File: config.mk
export PLATFORM = sky130hd
export DESIGN_NAME = sti_rx_unpack_flat
export DESIGN_NICKNAME = d
export VERILOG_FILES = /design/src/rtl/sti_rx_unpack_if.sv /design/src/rtl/sti_rx_unpack.sv /design/src/flat_wrapper.sv
export SDC_FILE = /design/constraint.sdc
export NUM_CORES = 1
export LEC_CHECK = 0
export ABC_AREA = 1
export CAP_MARGIN = 10
export CORE_ASPECT_RATIO = 0.7
export CORE_MARGIN = 4
export CORE_UTILIZATION = 40
export CTS_CLUSTER_DIAMETER = 150
export DETAILED_ROUTE_END_ITERATION = 12
export GPL_ROUTABILITY_DRIVEN = 0
export HOLD_SLACK_MARGIN = 0.12
export SETUP_SLACK_MARGIN = 0.4
export SYNTH_ARGS = -nofsm -noshare
export SYNTH_HDL_FRONTEND = slang
export SYNTH_SLANG_ARGS = --single-unit
File: constraint.sdc
create_clock -name clk_i -period 2.45 [get_ports clk_i]
set_clock_uncertainty 0.05 [all_clocks]
set_input_delay 0.49 -clock clk_i [delete_from_list [all_inputs] [get_ports clk_i]]
set_output_delay 0.49 -clock clk_i [all_outputs]
set_load 0.01 [all_outputs]
File: src/rtl/sti_rx_unpack_if.sv
// Stream-in / pixel-memory-out bundle for the serial receive unpacker.
// master drives the serial stream; slave is the unpacker.
interface sti_rx_unpack_if #(
  parameter int ADDR_W = 8
);
  logic              so_data;
  logic              so_valid;
  logic [1:0]        frame_len;
  logic              frame_msb;
  logic              frame_end;
  logic [31:0]       word_data;
  logic              word_valid;
  logic              mem_wr;
  logic [ADDR_W-1:0] mem_addr;
  logic [7:0]        mem_dataout;
  logic              len_err;
  logic              ovf_err;
  logic              done;

  modport master (
    output so_data, so_valid, frame_len, frame_msb, frame_end,
    input  word_data, word_valid, mem_wr, mem_addr, mem_dataout,
           len_err, ovf_err, done
  );

  modport slave (
    input  so_data, so_valid, frame_len, frame_msb, frame_end,
    output word_data, word_valid, mem_wr, mem_addr, mem_dataout,
           len_err, ovf_err, done
  );
endinterface

File: src/rtl/sti_rx_unpack.sv
// Reassembles serial frames into words, writes them MSB byte first into pixel
// memory, and zero-fills the remaining memory after the last frame.
module sti_rx_unpack #(
  parameter int         ADDR_W     = 8,
  parameter logic [7:0] FILL_VALUE = 8'h00
) (
  input  logic           clk_i,
  input  logic           reset_i,
  sti_rx_unpack_if.slave bus
);

  typedef enum logic [2:0] {IDLE, RECV, CHECK, WRITE, FILL, DONE} state_e;

  localparam logic [ADDR_W-1:0] ADDR_MAX = '1;

  state_e            state_q, state_d;
  logic [31:0]       shift_q, shift_d;
  logic [31:0]       word_q, word_d;
  logic [5:0]        cnt_q, cnt_d;
  logic [1:0]        len_q, len_d;
  logic [1:0]        rem_q, rem_d;
  logic              msb_q, msb_d;
  logic              last_q, last_d;
  logic              wvld_q, wvld_d;
  logic              wr_q, wr_d;
  logic              lerr_q, lerr_d;
  logic              ovf_q, ovf_d;
  logic              done_q, done_d;
  logic [ADDR_W-1:0] addr_q, addr_d;
  logic [7:0]        dout_q, dout_d;

  logic [5:0]        exp_cnt;
  logic [1:0]        rem_m1;

  // (len+1)*8 without a multiplier: {len,111}+1
  assign exp_cnt = {1'b0, len_q, 3'b111} + 6'd1;
  assign rem_m1  = rem_q - 2'd1;

  always_comb begin
    state_d = state_q;
    shift_d = shift_q;
    word_d  = word_q;
    cnt_d   = cnt_q;
    len_d   = len_q;
    rem_d   = rem_q;
    msb_d   = msb_q;
    last_d  = last_q;
    addr_d  = addr_q;
    dout_d  = dout_q;
    ovf_d   = ovf_q;
    done_d  = done_q;
    wvld_d  = 1'b0;
    wr_d    = 1'b0;
    lerr_d  = 1'b0;

    if ((state_q == IDLE || state_q == RECV) && bus.frame_end) last_d = 1'b1;
    if (state_q != IDLE && state_q != RECV && bus.so_valid)    ovf_d  = 1'b1;

    case (state_q)
      IDLE: if (bus.so_valid) begin
        shift_d = {31'b0, bus.so_data};
        cnt_d   = 6'd1;
        len_d   = bus.frame_len;
        msb_d   = bus.frame_msb;
        state_d = RECV;
      end
      RECV: begin
        if (bus.so_valid) begin
          if (cnt_q < 6'd32) begin
            if (msb_q) shift_d = {shift_q[30:0], bus.so_data};
            else       shift_d[cnt_q[4:0]] = bus.so_data;
            cnt_d = cnt_q + 6'd1;
          end else begin
            cnt_d = 6'd33;
          end
        end else begin
          state_d = CHECK;
        end
      end
      CHECK: begin
        if (cnt_q == exp_cnt) begin
          wvld_d  = 1'b1;
          word_d  = shift_q;
          wr_d    = 1'b1;
          dout_d  = shift_q[{len_q, 3'b000} +: 8];
          rem_d   = len_q;
          state_d = WRITE;
        end else begin
          lerr_d = 1'b1;
          if (last_q) begin
            wr_d    = 1'b1;
            dout_d  = FILL_VALUE;
            state_d = FILL;
          end else begin
            state_d = IDLE;
          end
        end
      end
      WRITE: begin
        // address wraps silently here; only FILL stops at the top
        addr_d = addr_q + 1'b1;
        if (rem_q != 2'd0) begin
          wr_d   = 1'b1;
          dout_d = word_q[{rem_m1, 3'b000} +: 8];
          rem_d  = rem_m1;
        end else if (last_q) begin
          wr_d    = 1'b1;
          dout_d  = FILL_VALUE;
          state_d = FILL;
        end else begin
          state_d = IDLE;
        end
      end
      FILL: begin
        if (addr_q == ADDR_MAX) begin
          done_d  = 1'b1;
          state_d = DONE;
        end else begin
          addr_d = addr_q + 1'b1;
          wr_d   = 1'b1;
          dout_d = FILL_VALUE;
        end
      end
      DONE: ;
      default: state_d = IDLE;
    endcase
  end

  always_ff @(posedge clk_i) begin
    if (reset_i) begin
      state_q <= IDLE;
      shift_q <= '0;
      word_q  <= '0;
      cnt_q   <= '0;
      len_q   <= '0;
      rem_q   <= '0;
      msb_q   <= 1'b0;
      last_q  <= 1'b0;
      wvld_q  <= 1'b0;
      wr_q    <= 1'b0;
      lerr_q  <= 1'b0;
      ovf_q   <= 1'b0;
      done_q  <= 1'b0;
      addr_q  <= '0;
      dout_q  <= '0;
    end else begin
      state_q <= state_d;
      shift_q <= shift_d;
      word_q  <= word_d;
      cnt_q   <= cnt_d;
      len_q   <= len_d;
      rem_q   <= rem_d;
      msb_q   <= msb_d;
      last_q  <= last_d;
      wvld_q  <= wvld_d;
      wr_q    <= wr_d;
      lerr_q  <= lerr_d;
      ovf_q   <= ovf_d;
      done_q  <= done_d;
      addr_q  <= addr_d;
      dout_q  <= dout_d;
    end
  end

  assign bus.word_data   = word_q;
  assign bus.word_valid  = wvld_q;
  assign bus.mem_wr      = wr_q;
  assign bus.mem_addr    = addr_q;
  assign bus.mem_dataout = dout_q;
  assign bus.len_err     = lerr_q;
  assign bus.ovf_err     = ovf_q;
  assign bus.done        = done_q;

endmodule

File: src/flat_wrapper.sv
// flat-port wrapper written by rule: the top's interface ports become plain ports
module sti_rx_unpack_flat 
#(
  parameter int         ADDR_W     = 8,
  parameter logic [7:0] FILL_VALUE = 8'h00
)
  (clk_i, reset_i, bus_so_data, bus_so_valid, bus_frame_len, bus_frame_msb, bus_frame_end, bus_word_data, bus_word_valid, bus_mem_wr, bus_mem_addr, bus_mem_dataout, bus_len_err, bus_ovf_err, bus_done);
  sti_rx_unpack_if #(.ADDR_W(ADDR_W)) bus_i ();
  input  logic clk_i;
  input  logic reset_i;
  input wire logic [$bits(bus_i.so_data)-1:0] bus_so_data;
  input wire logic [$bits(bus_i.so_valid)-1:0] bus_so_valid;
  input wire logic [$bits(bus_i.frame_len)-1:0] bus_frame_len;
  input wire logic [$bits(bus_i.frame_msb)-1:0] bus_frame_msb;
  input wire logic [$bits(bus_i.frame_end)-1:0] bus_frame_end;
  output wire logic [$bits(bus_i.word_data)-1:0] bus_word_data;
  output wire logic [$bits(bus_i.word_valid)-1:0] bus_word_valid;
  output wire logic [$bits(bus_i.mem_wr)-1:0] bus_mem_wr;
  output wire logic [$bits(bus_i.mem_addr)-1:0] bus_mem_addr;
  output wire logic [$bits(bus_i.mem_dataout)-1:0] bus_mem_dataout;
  output wire logic [$bits(bus_i.len_err)-1:0] bus_len_err;
  output wire logic [$bits(bus_i.ovf_err)-1:0] bus_ovf_err;
  output wire logic [$bits(bus_i.done)-1:0] bus_done;
  assign bus_i.so_data = bus_so_data;
  assign bus_i.so_valid = bus_so_valid;
  assign bus_i.frame_len = bus_frame_len;
  assign bus_i.frame_msb = bus_frame_msb;
  assign bus_i.frame_end = bus_frame_end;
  assign bus_word_data = bus_i.word_data;
  assign bus_word_valid = bus_i.word_valid;
  assign bus_mem_wr = bus_i.mem_wr;
  assign bus_mem_addr = bus_i.mem_addr;
  assign bus_mem_dataout = bus_i.mem_dataout;
  assign bus_len_err = bus_i.len_err;
  assign bus_ovf_err = bus_i.ovf_err;
  assign bus_done = bus_i.done;
  sti_rx_unpack #(.ADDR_W(ADDR_W), .FILL_VALUE(FILL_VALUE)) u_core (.clk_i(clk_i), .reset_i(reset_i), .bus(bus_i));
endmodule
======== Word level (Yosys, flattened, before mapping) ========
Index checks and enable logic that the tools add are counted.
word-level totals
  bits in registers ....................... 100
  input bits .............................. 8
  output and inout port bits .............. 53
cells by class
  add/subtract/negate cells ............... 4
  order comparisons ....................... 3
  eq/ne operators ......................... 17
  shift-type cells ........................ 2
  mux-type cells .......................... 36
  bitwise operators ....................... 2
  reductions and logical operators ........ 22
operator list
  operator               number
  $mux W32               4
  $pmux W32 S2           1
  $shiftx A32 B6 Y8      2
  $mux W8                5
  $bwmux W32             1
  $pmux W8 S3            1
  $mux W3                6
  $mux W6                3
  $pmux W3 S6            1
  $pmux W8 S2            1
  $ne A2 B2 Y1 const B   6
  $pmux W6 S2            1
  $reduce_and A2 Y1      5
  $add A8 B1 Y8 const B  1
  $eq A8 B8 Y1 const B   1
  $reduce_bool A2 Y1     4
  $mux W1                7
  $add A5 B1 Y6 const B  1
  $add A6 B1 Y6 const B  1
  $eq A3 B2 Y1 const B   2
  $eq A3 B3 Y1 const B   2
  $eq A6 B6 Y1           1
  $lt A5 B6 Y1 const B   1
  $lt A6 B6 Y1 const B   1
  18 further kinds       27

======== Depth between registers and ports, before layout ========
Gate-level depths: netlist of run 1.
  depth in word-level cells ............... 9
  mapped depth ............................ 12
  depth with buffers taken out ............ 11

======== Least setup slack after synthesis of run 1 ========
OpenSTA, ideal clock, no wires.
  path kind ............................... register to register
  from .................................... reg u_core.rem_q[0]
  to ...................................... reg u_core.dout_q[0], in the netlist u_core.bus.mem_dataout[0]
  library setup time ...................... 0.117 ns
  arrival time ............................ 1.971 ns
  data required time ...................... 2.283 ns
  path slack .............................. 0.312 ns
  cell stages (with the launch flop) ...... 13
  buffers on the path ..................... 3
  clock period less this slack ............ 2.138 ns
  cells stage by stage .................... dfxtp_1 > buf_2 > clkinv_1 > buf_2 > ha_1 > clkbuf_1 > clkinv_1 > nand3_1 > nand2_1 > nand2_1 > nand2_1 > nor2_1 > a21oi_1
on the way
  longest elaborated chain between the ends .. 4
  elaborated cells between the ends (all ways) .. 5
  those cells by class .................... add/sub: 1; shift: 1; mux: 2; reduce/logical: 1
RTL lines
  item                    RTL line              RTL
  start, declared         sti_rx_unpack.sv:21   logic [1:0] rem_q, rem_d;
  start signal, assigned  sti_rx_unpack.sv:152  rem_q <= rem_d;
  $sub A2 B1 Y2           sti_rx_unpack.sv:37   assign rem_m1 = rem_q - 2'd1;
  $shiftx A32 B6 Y8       sti_rx_unpack.sv:104  dout_d = word_q[{rem_m1, 3'b000} +: 8];
  $mux W8 *               sti_rx_unpack.sv:102  if (rem_q != 2'd0) begin
  $pmux W8 S3 *           sti_rx_unpack.sv:59   case (state_q)
  end signal, assigned    sti_rx_unpack.sv:161  dout_q <= dout_d;
  end, declared           sti_rx_unpack.sv:30   logic [7:0] dout_q, dout_d;
Every way passes the cells marked *; elsewhere a longest branch is shown, timed or not.
A chain may end at the register's enable or synchronous reset.

======== Final worst setup path of run 1 ========
  from .................................... reg u_core.len_q[0]
  to ...................................... reg u_core.word_q[13], in the netlist u_core.bus.word_data[13]
on the way
  longest elaborated chain between the ends .. 3
RTL lines
  item                                RTL line              RTL
  start, declared                     sti_rx_unpack.sv:20   logic [1:0] len_q, len_d;
  start signal, assigned              sti_rx_unpack.sv:151  len_q <= len_d;
  $add A5 B1 Y6                       sti_rx_unpack.sv:36   assign exp_cnt = {1'b0, len_q, 3'b111} + 6'd1;
  $eq A6 B6 Y1                        sti_rx_unpack.sv:81   if (cnt_q == exp_cnt) begin
  $reduce_and A2 Y1 (no source line)  n/a
  end signal, assigned                sti_rx_unpack.sv:149  word_q <= word_d;
  end, declared                       sti_rx_unpack.sv:18   logic [31:0] word_q, word_d;
Every way passes these cells.

==> impl_summary.log, run 1 <==
[metrics] power density over the cells: 986.2 nW/um^2
[metrics] layout cells sized above 1: 0.05107
[metrics] clock tree from TritonCTS: done
[metrics] worst-path fanout max: 44
[metrics] total half-perimeter wirelength after legalization and detailed placement: 12850 microns
[metrics] Post-Synthesis Net Count: 1040
[metrics] gate count of the mapped netlist: 1025
[metrics] initial cell density of the core: 0.4166
[metrics] vias in the first global route: 5290
[metrics] R2R Path End: u_core.bus.word_data[13]$_SDFFE_PP0P_
[metrics] number of buffers between clock root and the deepest sink: 2
[metrics] die width: 153.5 microns
[metrics] Synth Flop Type: sky130_fd_sc_hd__dfxtp_1
[metrics] static power due to leakage: 0.003225 uW
[metrics] total global-route track usage: 0.2075
[metrics] master cell of the clock root buffer: sky130_fd_sc_hd__clkbuf_16
[metrics] worst hold path endpoint: u_core.bus.word_data[2]$_SDFFE_PP0P_
[metrics] period utilisation layout: 0.7905
[metrics] area of the mapped netlist: 5929 sq um
[metrics] relative area change from synthesis to final layout: 18.27%
[metrics] boundary pin count: 61
[metrics] maximum vdd drop: 0.4609 mV
[metrics] DRC violation count after routing: 0
[metrics] routed vias/inst: 4.825
[metrics] Ys Warns: 0
[metrics] portion of total power attributed to combinational logic: 0.426
[metrics] proportion of power drawn by flip-flops and latches: 0.369
[metrics] PnR worst setup slack: 0.5133 ns
[metrics] pre-CTS WS: 0.2092 ns
[metrics] Slew headroom: 0.5809
[metrics] most numerous cell types in the synthesized netlist: sky130_fd_sc_hd__nand2_1, sky130_fd_sc_hd__nor2_1, sky130_fd_sc_hd__dfxtp_1, sky130_fd_sc_hd__inv_1, sky130_fd_sc_hd__a21oi_1
[metrics] number of optimization iterations in the first detailed-route pass: 6
[metrics] initial antenna violation count: 0
[metrics] TNS Setup: 0 ns
[metrics] net switching power: 3147 uW
[metrics] Worst-path clk slew: 0.08 ns
[metrics] worst hold start: u_core.bus.word_data[2]$_SDFFE_PP0P_
[metrics] Post-CTS Setup Inserts: 0
[metrics] Hold Path Depth: 2
[metrics] post-synthesis average cell area: 5.785 sq um
[metrics] total clock sinks: 100
[metrics] start of the worst register-to-register path: u_core.len_q[0]$_SDFFE_PP0P_
[metrics] number of diodes added for antenna fixing: 0
[metrics] PortBufs: 60
[metrics] Fmax: 516.3 MHz
[metrics] die outline area: 16870 sq um
[metrics] setup-violating endpoint count in the final report: 0
[metrics] clock latency reported for the late side of the worst-skew pair: 0.35 ns
[metrics] RSZ-0062 raised after global routing: no
[metrics] slack of the worst reg-to-reg path: 0.51 ns
[metrics] launch point of the critical path: u_core.len_q[0]$_SDFFE_PP0P_
[metrics] slew of the pin with the lowest slew margin: 0.6286 ns
[metrics] cell area after layout: 7013 sq um
[metrics] minimum hold slack: 0.4231 ns
[metrics] fraction of synthesis flops using an asynchronous set or reset pin: 0
[metrics] number of DRC markers in iteration 0: 582
[metrics] vertical die dimension: 109.9 microns
[metrics] number of nets in the finished design: 1087
[metrics] final number of hold-violating endpoints: 0
[metrics] clock buffers created by TritonCTS: 9
[metrics] synth unique cells: 29
[metrics] WL per Instance: 13.93 microns
[metrics] Register-to-Register Path Depth: 8
[metrics] core outline area: 14230 sq um
[metrics] number of slew-limit violations in the final report: 0
[metrics] number of placement rows: 36
[metrics] endpoint class of the critical path: flop
[metrics] wire length of the first global-routing pass: 28050 microns
[metrics] Worst EP required: 2.64 ns
[metrics] EDFF count, synth: 0
[metrics] Clk network pwr share: 0.205
[metrics] internal power summed over all cells: 3769 uW
[metrics] number of synthesized register bits: 100
[metrics] crit path kind: reg2reg
[metrics] overall overflow remaining after global route: 0
[metrics] final routed wirelength across all metal layers: 17650 microns
[metrics] class of the tightest hold or removal check: reg2reg
[metrics] run status: completed
[metrics] utilization after layout: 0.4927
[metrics] H-tree depth: 3
[metrics] area share of the leading cell type in the synthesized netlist: 0.3376
[metrics] switching portion of total power: 0.4551
[metrics] data arrival at the endpoint of the critical path: 2.13 ns
[metrics] most area-hungry cell type in the Yosys netlist: sky130_fd_sc_hd__dfxtp_1
[metrics] Vias: 6113
[metrics] final critical-path required period: 1.937 ns
[metrics] maximum number of pins on one net before global-route repair: 87
[metrics] share of the yosys chip area belonging to registers: 0.3376
[metrics] top-count cell post-synth: sky130_fd_sc_hd__nand2_1
[metrics] Cell Area, Placed: 6701 sq um
[metrics] leading cell types by total area after synthesis: sky130_fd_sc_hd__dfxtp_1, sky130_fd_sc_hd__nand2_1, sky130_fd_sc_hd__nor2_1, sky130_fd_sc_hd__inv_1, sky130_fd_sc_hd__a21oi_1
[metrics] Detail Route Antenna Nets: 0
[metrics] number of max-cap violations: 0
[metrics] startpoint types: flop
## routing by layer
metal | track usage | routed length, microns | up-vias
met5 | 0 | 0 | -
met4 | 0.04348 | 231 | 0
met3 | 0.04052 | 1178 | 18
met2 | 0.2839 | 6722 | 171
met1 | 0.3298 | 9517 | 2677
li1 | - | - | 3247
## registers in the layout, indices dropped and copies added, names as in the netlist, 2 cells and up
| register | cells |
|---|---|
| u_core.shift_q | 32 |
| u_core.rem_q | 2 |
| u_core.state_q | 3 |
| u_core.bus.mem_addr | 8 |
| u_core.bus.mem_dataout | 8 |
| u_core.bus.word_data | 32 |
| u_core.cnt_q | 6 |
| u_core.len_q | 2 |
## worst max path at each step
stage | slack [ns] | cells past startpoint | endpoint
after CTS | 0.41 | 10 | u_core.bus.word_data[19]$_SDFFE_PP0P_
after floorplan | 0.53 | 12 | u_core.bus.mem_dataout[0]$_SDFFE_PP0P_
after global routing | 0.41 | 8 | u_core.bus.mem_addr[0]$_SDFFE_PP0P_
after detailed placement | 0.21 | 9 | u_core.shift_q[31]$_SDFFE_PP0P_
final | 0.51 | 8 | u_core.bus.word_data[13]$_SDFFE_PP0P_
after global placement | 0.25 | 8 | u_core.shift_q[28]$_SDFFE_PP0P_
## critical path: stages, from the launching register on
cell and delay, ns:
sky130_fd_sc_hd__dfxtp_1 0.34, sky130_fd_sc_hd__ha_1 0.31, sky130_fd_sc_hd__nand2_1 0.07, sky130_fd_sc_hd__nand2_1 0.08
sky130_fd_sc_hd__nor2_4 0.24, sky130_fd_sc_hd__nand3_4 0.20, sky130_fd_sc_hd__buf_12 0.22, sky130_fd_sc_hd__o21ai_0 0.25
sky130_fd_sc_hd__a21oi_1 0.07
## layout make-up
| cell class | instances | area, sq um |
|---|---|---|
| clock inverter | 7 | 67.56 |
| sequential | 100 | 2002 |
| inverter | 98 | 371.6 |
| clock buffer | 9 | 225.2 |
| fill | 1547 | 7221 |
| multi-input combinational | 783 | 3329 |
| timing repair buffer | 80 | 779.5 |
| tap | 190 | 237.7 |
## layout by cell type, fill, tap and decap left out, types with 5 or more instances in the layout
master / instances
sky130_fd_sc_hd__a21oi_1: 59
sky130_fd_sc_hd__buf_4: 17
sky130_fd_sc_hd__clkbuf_16: 9
sky130_fd_sc_hd__clkdlybuf4s50_1: 60
sky130_fd_sc_hd__dfxtp_1: 100
sky130_fd_sc_hd__ha_1: 6
sky130_fd_sc_hd__inv_1: 88
sky130_fd_sc_hd__inv_2: 5
sky130_fd_sc_hd__nand2_1: 386
sky130_fd_sc_hd__nand3_1: 58
sky130_fd_sc_hd__nor2_1: 196
sky130_fd_sc_hd__o21ai_0: 50
sky130_fd_sc_hd__o21ai_1: 5
## through the flow
stage / std cells / power [uW]
finish: 1267 / 6916
CTS: 1267 / 6892
detailed placement: 1251 / 5466
global route: 1267 / 7488
floorplan: 1025 / 4538
global placement: 1251 / 5444
## power by group through the flow
| stage | sequential, uW | combinational (uW) | clock [uW] |
|---|---|---|---|
| 5_1_grt | 2590 | 3380 | 1520 |
| 6_report | 2550 | 2950 | 1420 |
| 4_1_cts | 2520 | 2920 | 1450 |
| 3_5_place_dp | 2560 | 2900 | 0 |
| 2_1_floorplan | 2350 | 2190 | 0 |
| 3_3_place_gp | 2550 | 2890 | 0 |
## cells by family (layout without fill, tap and decap cells)
kind of cell    count (synthesis)  after routing  share of synthesized area
simple gates                  653            653                     0.4357
buf+inv                       142            194                     0.1034
compound gates                118            118                     0.1011
flops                         100            100                     0.3376
fa+ha+maj                       7              7                    0.01477
xor+xnor                        5              5                   0.007387
## repair_timing
action,CTS,global route
hold buffers,0,0
endpoints found under the setup margin,0,59
hold endpoints to repair,0,0
gates resized for setup,0,11
(Power assumes the default switching activity.)
==> run 2: changes to the inputs <==
==> constraint.sdc (replaced) <==
create_clock -name clk_i -period 1.7 [get_ports clk_i]
set_clock_uncertainty 0.05 [all_clocks]
set_input_delay 0.34 -clock clk_i [delete_from_list [all_inputs] [get_ports clk_i]]
set_output_delay 0.34 -clock clk_i [all_outputs]
set_load 0.01 [all_outputs]
==> impl_summary.log, run 2 (synthesis results as in run 1) <==
[metrics] run status: complete, but fails checks (was completed)
[metrics] failing checks: negative setup slack
[metrics] clock tree from TritonCTS: done (unchanged)
[metrics] Layout Cells excl Fill: 1346 (was 1267)
[metrics] Slew headroom: 0.7069 (was 0.5809)
[metrics] max incr delay on CP: 0.41 ns (was 0.34 ns)
[metrics] total global-route track usage: 0.2382 (was 0.2075)
[metrics] PnR worst setup slack: -0.008248 ns (was 0.5133 ns)
[metrics] crit path kind: reg2reg (unchanged)
[metrics] number of DRC markers in iteration 0: 575 (was 582)
[metrics] Worst-path clk slew: 0.08 ns (about the same)
[metrics] delay-heaviest family, CP: compound AO/OA/AOI/OAI gates (was simple AND/OR/NAND/NOR gates)
[metrics] data arrival at the endpoint of the critical path: 1.88 ns (was 2.13 ns)
[metrics] Worst EP required: 1.87 ns (was 2.64 ns)
[metrics] final routed wirelength across all metal layers: 20750 microns (was 17650 microns)
[metrics] final number of hold-violating endpoints: 0 (unchanged)
[metrics] WL per Instance: 15.42 microns (was 13.93 microns)
[metrics] RSZ-0062 raised after global routing: yes (was no)
[metrics] overall overflow remaining after global route: 0 (unchanged)
[metrics] relative area change from synthesis to final layout: 48.70% (was 18.27%)
[metrics] initial antenna violation count: 0 (unchanged)
[metrics] clock latency reported for the late side of the worst-skew pair: 0.35 ns (about the same)
[metrics] number of placement rows: 36 (unchanged)
[metrics] total half-perimeter wirelength after legalization and detailed placement: 14180 microns (was 12850 microns)
[metrics] R2R Path End: u_core.bus.word_data[9]$_SDFFE_PP0P_ (was u_core.bus.word_data[13]$_SDFFE_PP0P_)
[metrics] number of max-cap violations: 0 (unchanged)
[metrics] master cell of the clock root buffer: sky130_fd_sc_hd__clkbuf_16 (unchanged)
[metrics] highest-count cells in the layout ignoring fill and taps: sky130_fd_sc_hd__nand2_1, sky130_fd_sc_hd__nor2_1, sky130_fd_sc_hd__inv_1 (was sky130_fd_sc_hd__nand2_1, sky130_fd_sc_hd__nor2_1, sky130_fd_sc_hd__dfxtp_1)
[metrics] boundary pin count: 61 (unchanged)
[metrics] wire length of the first global-routing pass: 31910 microns (was 28050 microns)
[metrics] TNS Setup: -0.008248 ns (was 0 ns)
[metrics] Detail Route Antenna Nets: 0 (unchanged)
[metrics] cell with the largest stage delay on the worst path: sky130_fd_sc_hd__o21ai_0 (was sky130_fd_sc_hd__dfxtp_1)
[metrics] start of the worst register-to-register path: u_core.len_q[0]$_SDFFE_PP0P_ (unchanged)
[metrics] launch point of the critical path: u_core.len_q[0]$_SDFFE_PP0P_ (unchanged)
[metrics] core outline area: 14230 sq um (unchanged)
[metrics] number of cells in the design after placement: 1287 (was 1251)
[metrics] number of optimization iterations in the first detailed-route pass: 5 (was 6)
[metrics] total clock sinks: 100 (unchanged)
[metrics] final critical-path required period: 1.708 ns (was 1.937 ns)
[metrics] Worst Path Buf+Inv: 0 (was 1)
[metrics] DRC violation count after routing: 0 (unchanged)
[metrics] maximum vdd drop: 0.8322 mV (was 0.4609 mV)
[metrics] termination of the worst setup path: u_core.bus.word_data[9]$_SDFFE_PP0P_ (was u_core.bus.word_data[13]$_SDFFE_PP0P_)
[metrics] number of fillers in the final layout: 1318 (was 1547)
[metrics] Vias: 6612 (was 6113)
[metrics] startpoint types: flop (unchanged)
[metrics] most frequent standard cell in the layout excluding fill and tap cells: sky130_fd_sc_hd__nand2_1 (unchanged)
[metrics] power density over the cells: 1440 nW/um^2 (was 986.2 nW/um^2)
[metrics] Crit path top cell by count: sky130_fd_sc_hd__nand2_2 (was sky130_fd_sc_hd__nand2_1)
[metrics] routed vias/inst: 4.912 (was 4.825)
[metrics] vias in the first global route: 5905 (was 5290)
[metrics] die width: 153.5 microns (unchanged)
[metrics] number of buffers between clock root and the deepest sink: 2 (unchanged)
[metrics] number of slew-limit violations in the final report: 0 (unchanged)
[metrics] maximum number of pins on one net before global-route repair: 41 (was 87)
[metrics] setup-violating endpoint count in the final report: 1 (was 0)
[metrics] list of cells traversed by the critical path: ha_4 -> nand2_2 -> nand2_2 -> nor2_4 -> nand3_4 -> o21ai_0 -> a21oi_1 (was ha_1 -> nand2_1 -> nand2_1 -> nor2_4 -> nand3_4 -> buf_12 -> o21ai_0 -> a21oi_1)
[metrics] number of nets in the finished design: 1166 (was 1087)
[metrics] die outline area: 16870 sq um (unchanged)
[metrics] instance count on the critical path: 7 (was 8)
[metrics] slack of the worst reg-to-reg path: -0.008 ns (was 0.51 ns)
[metrics] vertical die dimension: 109.9 microns (unchanged)
[metrics] class of the tightest hold or removal check: reg2reg (unchanged)
[metrics] layout cells sized above 1: 0.3754 (was 0.05107)
[metrics] H-tree depth: 3 (unchanged)
[metrics] slew of the pin with the lowest slew margin: 0.4390 ns (was 0.6286 ns)
[metrics] Register-to-Register Path Depth: 7 (was 8)
[metrics] endpoint class of the critical path: flop (unchanged)
[metrics] Fmax: 585.4 MHz (was 516.3 MHz)
[metrics] number of diodes added for antenna fixing: 0 (unchanged)
[metrics] clock buffers created by TritonCTS: 9 (unchanged)
[metrics] worst-path fanout max: 6 (was 44)
[metrics] PortBufs: 60 (unchanged)
[metrics] period utilisation layout: 1.005 (was 0.7905)
[metrics] static power due to leakage: 0.004060 uW (was 0.003225 uW)
[metrics] initial cell density of the core: 0.4166 (unchanged)
## run 2: cell type report
class | count | area [sq um] | share of cell area
clock buffers | 10 | 239.0 | 0.02710
clock inverters | 6 | 53.80 | 0.006102
inverters | 98 | 435.4 | 0.04938
multi-input cells | 784 | 4290 | 0.4866
flip-flops and latches | 100 | 2081 | 0.2360
well taps | 190 | 237.7 | 0.02696
repair buffers | 158 | 1480 | 0.1679
## run 2: worst min-delay path by stage
stage / from / end / cells past startpoint
CTS: u_core.bus.done$_SDFFE_PP0P_ / u_core.bus.done$_SDFFE_PP0P_ / 2
global route: u_core.bus.word_data[21]$_SDFFE_PP0P_ / u_core.bus.word_data[21]$_SDFFE_PP0P_ / 2
detailed placement: u_core.bus.done$_SDFFE_PP0P_ / u_core.bus.done$_SDFFE_PP0P_ / 2
floorplan: reset_i / u_core.bus.done$_SDFFE_PP0P_ / 1
global placement: u_core.bus.ovf_err$_SDFFE_PP0P_ / u_core.bus.ovf_err$_SDFFE_PP0P_ / 1
finish: u_core.bus.done$_SDFFE_PP0P_ / u_core.bus.done$_SDFFE_PP0P_ / 2
## run 2: metrics by stage
step                        util  total power [uW]  hold WS, ns  area (sq um)  setup slack, ns
after floorplan                -              7415       0.3591          6470           0.1167
after detailed placement  0.5240              9113       0.4061          7458          -0.1445
after CTS                 0.5869             12100       0.4173          8353          0.05077
after global placement    0.5240              9085       0.4023          7458          -0.1357
after global routing      0.6195             13540       0.4298          8817         -0.02106
final                     0.6195             12690       0.4163          8817        -0.008248
## run 2: repair_timing
action | 4_1_cts | 5_1_grt
resized for setup | 324 | 168
gates cloned | 6 | 1
hold buffers | 0 | 0
buffers inserted | 18 | 18
pin swaps | 23 | 28
endpoints found under the setup margin | 146 | 131
## run 2: where the power goes
group          total [uW]  internal [uW]  switching, uW
clock network        2090           1070           1020
registers            3710           2950            761
logic                6900           2870           4030
total               12700           6880           5810
## run 2: metal layers
metal  wire [microns]  global-route usage
met5                0                   0
met4              127             0.03403
met3             1448             0.04288
met2             8516              0.3462
met1            10660              0.3719
## run 2: worst register-to-register path, stage by stage (launching register included)
cell                      delay [ns]
sky130_fd_sc_hd__dfxtp_4        0.37
sky130_fd_sc_hd__ha_4           0.24
sky130_fd_sc_hd__nand2_2        0.06
sky130_fd_sc_hd__nand2_2        0.06
sky130_fd_sc_hd__nor2_4         0.14
sky130_fd_sc_hd__nand3_4        0.18
sky130_fd_sc_hd__o21ai_0        0.41
sky130_fd_sc_hd__a21oi_1        0.07
==> run 3: changes to the inputs <==
--- a/config.mk
+++ b/config.mk
@@ -6,15 +6,14 @@
 export NUM_CORES = 1
 export LEC_CHECK = 0
 export ABC_AREA = 1
-export CAP_MARGIN = 10
 export CORE_ASPECT_RATIO = 0.7
 export CORE_MARGIN = 4
 export CORE_UTILIZATION = 40
 export CTS_CLUSTER_DIAMETER = 150
 export DETAILED_ROUTE_END_ITERATION = 12
-export GPL_ROUTABILITY_DRIVEN = 0
 export HOLD_SLACK_MARGIN = 0.12
 export SETUP_SLACK_MARGIN = 0.4
+export SLEW_MARGIN = 20
 export SYNTH_ARGS = -nofsm -noshare
 export SYNTH_HDL_FRONTEND = slang
 export SYNTH_SLANG_ARGS = --single-unit
==> results of run 3 <==
Final layout, timing and power as in run 2 (identical DEF).
